### src/rtl/pll_lock_sequencer_if.sv
`default_nettype none
// ============================================================================
// Module : pll_lock_sequencer_if
// Brief  : Phase-detector sample stream in, loop-control status out.
// Rev    : 1.0  initial release
// ============================================================================
interface pll_lock_sequencer_if;
    logic        enable;
    logic [15:0] phase_error;
    logic        error_valid;
    logic        rate_change;
    logic [1:0]  bandwidth;
    logic        pll_locked;
    logic        filter_reset;
    logic        lock_lost;
    logic        acq_timeout;
    logic [2:0]  state;

    modport master (
        output enable, phase_error, error_valid, rate_change,
        input  bandwidth, pll_locked, filter_reset, lock_lost, acq_timeout, state
    );

    modport slave (
        input  enable, phase_error, error_valid, rate_change,
        output bandwidth, pll_locked, filter_reset, lock_lost, acq_timeout, state
    );
endinterface
`default_nettype wire

### src/rtl/pll_lock_sequencer.sv
`default_nettype none
// ============================================================================
// Module : pll_lock_sequencer
// Brief  : Acquire/settle/track lock sequencer driving loop-filter bandwidth.
// Rev    : 1.0  initial release
// ============================================================================
module pll_lock_sequencer #(
    parameter logic [15:0] LOCK_WIN    = 16'd1024,
    parameter int          LOCK_CNT    = 32,
    parameter int          SETTLE_CNT  = 64,
    parameter int          LOSS_CNT    = 8,
    parameter int          ACQ_TIMEOUT = 4096
) (
    input  wire logic           clk,
    input  wire logic           reset,
    pll_lock_sequencer_if.slave bus
);
    localparam int GOOD_MAX = (LOCK_CNT > SETTLE_CNT) ? LOCK_CNT : SETTLE_CNT;
    localparam int GW       = $clog2(GOOD_MAX + 1);
    localparam int BW       = $clog2(LOSS_CNT + 1);
    localparam int SW       = $clog2(ACQ_TIMEOUT + 1);

    localparam logic [GW-1:0] C_LOCK_CNT   = GW'(LOCK_CNT);
    localparam logic [GW-1:0] C_SETTLE_CNT = GW'(SETTLE_CNT);
    localparam logic [BW-1:0] C_LOSS_CNT   = BW'(LOSS_CNT);
    localparam logic [SW-1:0] C_ACQ_TO     = SW'(ACQ_TIMEOUT);

    localparam logic [2:0] C_IDLE    = 3'd0;
    localparam logic [2:0] C_ACQUIRE = 3'd1;
    localparam logic [2:0] C_SETTLE  = 3'd2;
    localparam logic [2:0] C_TRACK   = 3'd3;
    localparam logic [2:0] C_LOST    = 3'd4;

    logic [2:0]    r_state;
    logic [GW-1:0] r_good_cnt;
    logic [BW-1:0] r_bad_cnt;
    logic [SW-1:0] r_sample_cnt;
    logic          r_pll_locked;
    logic          r_filter_reset;
    logic          r_lock_lost;
    logic          r_acq_timeout;

    logic [16:0]   w_ext;
    logic [16:0]   w_mag;
    logic          w_good;
    logic          w_sample;
    logic [GW-1:0] w_good_inc;
    logic [BW-1:0] w_bad_inc;
    logic [SW-1:0] w_sample_inc;
    logic [2:0]    w_next_state;
    logic          w_clear;
    logic          w_filter_reset;
    logic          w_lock_lost;
    logic          w_set_timeout;

    // 17-bit magnitude so that -32768 maps to +32768 and is never good
    assign w_ext  = {bus.phase_error[15], bus.phase_error};
    assign w_mag  = bus.phase_error[15] ? (17'd0 - w_ext) : w_ext;
    assign w_good = (w_mag < {1'b0, LOCK_WIN});

    assign w_sample     = bus.enable && bus.error_valid;
    assign w_good_inc   = (r_good_cnt   == '1) ? r_good_cnt   : r_good_cnt   + GW'(1);
    assign w_bad_inc    = (r_bad_cnt    == '1) ? r_bad_cnt    : r_bad_cnt    + BW'(1);
    assign w_sample_inc = (r_sample_cnt == '1) ? r_sample_cnt : r_sample_cnt + SW'(1);

    always_comb begin
        w_next_state   = r_state;
        w_clear        = 1'b0;
        w_filter_reset = 1'b0;
        w_lock_lost    = 1'b0;
        w_set_timeout  = 1'b0;
        if (!bus.enable) begin
            w_next_state = C_IDLE;
            w_clear      = 1'b1;
        end else if (bus.rate_change && (r_state != C_IDLE)) begin
            // Zone change restarts acquisition but keeps the integrator
            w_next_state = C_ACQUIRE;
            w_clear      = 1'b1;
        end else begin
            case (r_state)
                C_IDLE: begin
                    w_next_state   = C_ACQUIRE;
                    w_clear        = 1'b1;
                    w_filter_reset = 1'b1;
                end
                C_ACQUIRE, C_LOST: begin
                    if (w_sample) begin
                        if (w_good && (w_good_inc >= C_LOCK_CNT)) begin
                            w_next_state = C_SETTLE;
                            w_clear      = 1'b1;
                        end else if (w_sample_inc >= C_ACQ_TO) begin
                            w_next_state   = C_ACQUIRE;
                            w_clear        = 1'b1;
                            w_filter_reset = 1'b1;
                            w_set_timeout  = 1'b1;
                        end
                    end
                end
                C_SETTLE: begin
                    if (w_sample) begin
                        if (w_good && (w_good_inc >= C_SETTLE_CNT)) begin
                            w_next_state = C_TRACK;
                            w_clear      = 1'b1;
                        end else if (!w_good && (w_bad_inc >= C_LOSS_CNT)) begin
                            w_next_state = C_ACQUIRE;
                            w_clear      = 1'b1;
                        end
                    end
                end
                C_TRACK: begin
                    if (w_sample && !w_good && (w_bad_inc >= C_LOSS_CNT)) begin
                        w_next_state = C_LOST;
                        w_clear      = 1'b1;
                        w_lock_lost  = 1'b1;
                    end
                end
                default: begin
                    w_next_state = C_IDLE;
                    w_clear      = 1'b1;
                end
            endcase
        end
    end

    always_ff @(posedge clk) begin
        if (reset) begin
            r_state        <= C_IDLE;
            r_good_cnt     <= '0;
            r_bad_cnt      <= '0;
            r_sample_cnt   <= '0;
            r_pll_locked   <= 1'b0;
            r_filter_reset <= 1'b0;
            r_lock_lost    <= 1'b0;
            r_acq_timeout  <= 1'b0;
        end else begin
            r_state        <= w_next_state;
            r_pll_locked   <= (w_next_state == C_TRACK);
            r_filter_reset <= w_filter_reset;
            r_lock_lost    <= w_lock_lost;
            if (!bus.enable) begin
                r_acq_timeout <= 1'b0;
            end else if (w_set_timeout) begin
                r_acq_timeout <= 1'b1;
            end
            if (w_clear) begin
                r_good_cnt   <= '0;
                r_bad_cnt    <= '0;
                r_sample_cnt <= '0;
            end else if (w_sample) begin
                if (w_good) begin
                    r_good_cnt <= w_good_inc;
                    r_bad_cnt  <= '0;
                end else begin
                    r_bad_cnt  <= w_bad_inc;
                    r_good_cnt <= '0;
                end
                if ((r_state == C_ACQUIRE) || (r_state == C_LOST)) begin
                    r_sample_cnt <= w_sample_inc;
                end
            end
        end
    end

    always_comb begin
        case (r_state)
            C_SETTLE: bus.bandwidth = 2'b01;
            C_TRACK:  bus.bandwidth = 2'b00;
            C_LOST:   bus.bandwidth = 2'b10;
            default:  bus.bandwidth = 2'b11;
        endcase
    end

    assign bus.state        = r_state;
    assign bus.pll_locked   = r_pll_locked;
    assign bus.filter_reset = r_filter_reset;
    assign bus.lock_lost    = r_lock_lost;
    assign bus.acq_timeout  = r_acq_timeout;

endmodule
`default_nettype wire
### src/flat_wrapper.sv
// flat-port wrapper written by rule: the top's interface ports become plain ports
module pll_lock_sequencer_flat 
#(
    parameter logic [15:0] LOCK_WIN    = 16'd1024,
    parameter int          LOCK_CNT    = 32,
    parameter int          SETTLE_CNT  = 64,
    parameter int          LOSS_CNT    = 8,
    parameter int          ACQ_TIMEOUT = 4096
)
  (clk, reset, bus_enable, bus_phase_error, bus_error_valid, bus_rate_change, bus_bandwidth, bus_pll_locked, bus_filter_reset, bus_lock_lost, bus_acq_timeout, bus_state);
  pll_lock_sequencer_if bus_i ();
  input  wire logic clk;
  input  wire logic reset;
  input wire logic [$bits(bus_i.enable)-1:0] bus_enable;
  input wire logic [$bits(bus_i.phase_error)-1:0] bus_phase_error;
  input wire logic [$bits(bus_i.error_valid)-1:0] bus_error_valid;
  input wire logic [$bits(bus_i.rate_change)-1:0] bus_rate_change;
  output wire logic [$bits(bus_i.bandwidth)-1:0] bus_bandwidth;
  output wire logic [$bits(bus_i.pll_locked)-1:0] bus_pll_locked;
  output wire logic [$bits(bus_i.filter_reset)-1:0] bus_filter_reset;
  output wire logic [$bits(bus_i.lock_lost)-1:0] bus_lock_lost;
  output wire logic [$bits(bus_i.acq_timeout)-1:0] bus_acq_timeout;
  output wire logic [$bits(bus_i.state)-1:0] bus_state;
  assign bus_i.enable = bus_enable;
  assign bus_i.phase_error = bus_phase_error;
  assign bus_i.error_valid = bus_error_valid;
  assign bus_i.rate_change = bus_rate_change;
  assign bus_bandwidth = bus_i.bandwidth;
  assign bus_pll_locked = bus_i.pll_locked;
  assign bus_filter_reset = bus_i.filter_reset;
  assign bus_lock_lost = bus_i.lock_lost;
  assign bus_acq_timeout = bus_i.acq_timeout;
  assign bus_state = bus_i.state;
  pll_lock_sequencer #(.LOCK_WIN(LOCK_WIN), .LOCK_CNT(LOCK_CNT), .SETTLE_CNT(SETTLE_CNT), .LOSS_CNT(LOSS_CNT), .ACQ_TIMEOUT(ACQ_TIMEOUT)) u_core (.clk(clk), .reset(reset), .bus(bus_i));
endmodule
### config.mk
export PLATFORM = sky130hd
export DESIGN_NAME = pll_lock_sequencer_flat
export DESIGN_NICKNAME = d
export VERILOG_FILES = /design/src/rtl/pll_lock_sequencer_if.sv /design/src/rtl/pll_lock_sequencer.sv /design/src/flat_wrapper.sv
export SDC_FILE = /design/constraint.sdc
export NUM_CORES = 1
export LEC_CHECK = 0
export CORE_UTILIZATION = 48
export DETAILED_ROUTE_END_ITERATION = 7
export PLACE_DENSITY = 0.78
export SYNTH_ARGS = -nofsm -noshare
export SYNTH_HDL_FRONTEND = slang
export SYNTH_SLANG_ARGS = --single-unit
### constraint.sdc
create_clock -name clk -period 3.1 [get_ports clk]
set_clock_uncertainty 0.1 [all_clocks]
set_input_delay 0.93 -clock clk [delete_from_list [all_inputs] [get_ports clk]]
set_output_delay 0.93 -clock clk [all_outputs]
set_load 0.005 [all_outputs]
==> summary.md <==
| Metric | Value |
|---|---|
| Part of the power in combinational logic | `10.4%` |
| Net Sw Frac | `23.2%` |
| Cells after synthesis | `209` |
| Failing checks | `setup timing` |
| Internal power | `646 uW` |
| WL per Instance | `13.7 um` |
| DP Area | `~2200 um2` |
| Reg power frac | `47.6%` |
| Die width | `63.4 um` |
| Worst vdd ir | `roughly 0.00027 V` |
| Cell Chain, Critical Path | `clkbuf_2, or4_4, o32a_1, a21o_1, buf_6, nand2_4, o31ai_4, o41ai_4, buf_4, buf_8, nor2_2` |
| DRT antenna net count | `0` |
| Met3 Resource Use GR | `5.25%` |
| Crit path kind | `input pin to flop` |
| Starting Density | `52.2%` |
| Overflow after GRT | `0` |
| Worst Hold End | `u_core.bus.acq_timeout` |
| Worst Hold Class | `flop to flop` |
| Max Fclk | `0.322 GHz` |
| Layout cells sized above 1 | `~30%` |
| Unrepaired setup endpoints after global routing | `true` |
| CP peak stage delay | `530 ps` |
| R2r setup slk | `750 ps` |
| Pre-CTS WS | `-539 ps` |
| Met1 usage | `30.0%` |
| Post-synthesis cell area | `1810 um2` |
| Filler cell count | `269` |
| Crit-path max FO | `7` |
| Pwr dens | `339 nW/um2` |
| Slew HR | `68.5%` |
| Crit path DAT | `3180 ps` |
| Die Area | `between 4000 and 5000 um2` |
| Via count | `1,740` |
| Max-slew violations | `0` |
| Final Cycle Share | `100%` |
| Synth unique cells | `50` |
| Vias per cell | `5.65` |
| Setup crit start kind | `input pin` |
| Post-synth top area cell | `dfxtp_1` |
| Vias in the first global route | `around 1,600` |
| Fin area | `2480 um2` |
| Fin crit period | `between 3000 and 4000 ps` |
| Post-synth top flop | `dfxtp_1` |
| Detail Placement HPWL | `a little under 3000 um` |
| Async SR Flop Fraction | `0%` |
| WHS | `roughly 360 ps` |
| Largest delay share family, worst path | `compound AO/OA/AOI/OAI gates` |
| Hold Path Origin | `u_core.bus.acq_timeout` |
| Worst endpoint required time | `3180 ps` |
| DR iter-0 viols | `between 80 and 90` |
| Initial antenna violation count | `0` |
| # DRC | `0` |
| H-tree depth | `2` |
| TritonCTS buffer count | `5` |
| DRT Wirelength | `4230 um` |
| Root Buffer | `clkbuf_8` |
| Least-Margin Pin Slew | `472 ps` |
| Die height | `~63 um` |
| Global placement routability congestion | `0.803` |
| P_sw | `195 uW` |
| Leakage power | `a little under 0.0009 uW` |
| Setup WS post-layout | `-2.69 ps` |
| Number of flops mapped to enable cells by yosys | `0` |
| Final setup fails | `1` |
| Hold path cells | `2` |
| Syn Area/Cell | `~8.7 um2` |
| Critical path endpoint category | `flop` |
| Hold Violations, Final | `0` |
| Core area | `about 3500 um2` |
| Worst-skew pair later-pin latency | `280 ps` |
| Antenna Cells | `0` |
| Worst r2r src | `u_core.r_good_cnt[0]` |
| Row cnt | `21` |
| Top cells by area, synth | `dfxtp_1 (34%), nor2_2 (6.2%), a21oi_1 (4.4%)` |
| Clk sinks | `31` |
| Max clock buf depth | `2` |
| CP bufs+invs | `4` |
| Worst-path clk slew | `about 60 ps` |
| Slowest CP cell | `or4_4` |
| Max_cap viols | `0` |
| First-pass GRT wire length | `7330 um` |
| Syn nets | `233` |
| Tot Pwr | `approximately 840 uW` |
| Crit Reg-Reg Endpoint | `u_core.r_good_cnt[5]` |
| Largest net degree at the start of global routing | `14` |
| Yosys top cell area share | `34.3%` |
| Post-synthesis register bit count | `31` |
| Pre-antenna DRT Iters | `4` |
| GRT met2 Usage | `between 30% and 40%` |
| # IOs | `30` |
| Synth Warn # | `0` |
| GRT Overall Usage | `between 20% and 30%` |
| Fin util | `71.5%` |
| Status | `finished, violations left` |
| Layout area overhead | `36.9%` |
| R2r worst-path depth | `10` |
| TritonCTS clock tree | `done` |
| Sequential-to-total area share from yosys stat | `34.3%` |
| GRT Max-Usage Layer | `met2` |
| Port buffer count | `29` |
| Final #Nets | `~290` |
| Clock share of power | `a little over two fifths` |
[cells in the mapped netlist, drive strengths merged, types with 4 or more instances]
cell / count
a21oi: 19
and2: 4
and3: 4
dfxtp: 31
inv: 7
nand2: 14
nand3: 7
nand4: 8
nor2: 33
nor3: 6
nor4: 5
o21ai: 6
or4: 4
xnor2: 4
xor2: 9
[power groups by stage]
stage | sequential, uW | clock, uW | combinational, uW
floorplan | 410 | 0 | 32.7
global placement | 409 | 0 | 77.4
detailed placement | 409 | 0 | 78.4
CTS | 400 | 363 | 84.9
global route | 400 | 379 | 94.3
finish | 400 | 353 | 87.3
[worst max path at each step]
stage	startpoint	to	slack (ps)	depth (start not counted)
after floorplan	bus_phase_error[4]	u_core.r_good_cnt[1]	10	8
after global placement	bus_phase_error[4]	u_core.r_good_cnt[5]	-450	9
after detailed placement	bus_phase_error[4]	u_core.r_good_cnt[5]	-540	9
after CTS	bus_phase_error[12]	u_core.r_good_cnt[5]	-10	11
after global routing	bus_phase_error[5]	flop	-60	11
final	bus_phase_error[5]	flop	-3	11
[cell type report]
| class | instances | area, um2 | area share [%] |
|---|---|---|---|
| flip-flops and latches | 31 | 621 | 25.0 |
| well taps | 46 | 57.6 | 2.32 |
| repair buffers | 50 | 450 | 18.2 |
| clock inverters | 1 | 7.51 | 0.303 |
| multi-input cells | 166 | 1220 | 49.3 |
| inverters | 7 | 26.3 | 1.06 |
| clock buffers | 7 | 96.3 | 3.88 |
[metal layers]
metal	vias to the layer above	routed length [um]	share of wire, %
met2	41	2060	49
met1	822	1960	46
met4	0	40	0.95
met3	4	172	4.1
li1	873	-	-
met5	-	0	0
[cell usage in the layout (no fill, tap or decap), types with 3 or more instances in the layout]
master	Yosys	routed
nor2_2	18	16
dlygate4sd2_1	0	5
and3_1	3	3
a21oi_1	16	14
clkbuf_2	0	3
nor2_1	15	15
nand3_1	7	7
buf_4	0	15
buf_6	2	5
clkdlybuf4s50_1	0	15
or4_4	2	3
ha_1	3	3
nor4_1	3	3
nand4_1	8	8
clkbuf_8	0	7
nor2b_1	3	3
xor2_1	9	9
xnor2_1	4	4
and2_1	4	4
nand2_1	13	13
inv_1	7	6
o21ai_0	5	4
dfxtp_1	31	31
a21oi_2	3	4
[what timing repair did]
action                     CTS  global route
gates resized for setup     46            10
cloned                       1             0
setup buffers                7             1
pin swaps                   14            20
setup endpoints to repair   30            25
hold buffers                 0             0
[through the flow]
step,std cells,setup TNS [ps]
2_1_floorplan,209,0
3_5_place_dp,292,-13350
3_3_place_gp,292,-12350
6_report,308,-2.69
4_1_cts,308,-10.2
5_1_grt,308,-871
[tightest hold or removal path, stage by stage (launching register included)]
cell and delay (ps):
dfxtp_1 320, inv_1 50, a21oi_1 50
[cell families (layout without fill, tap and decap cells)]
logic type	after synthesis	count (layout)	synth area share, %
multiplexers	2	2	1.11
flip-flops	31	31	34.3
AO/OA/AOI/OAI	49	49	20.1
XOR/XNOR	13	13	6.28
buffers and inverters	12	65	3.32
AND/OR/NAND/NOR	98	98	32.3
adder cells (fa/ha/maj)	4	4	2.62
Power figures use the tool's default switching activity.
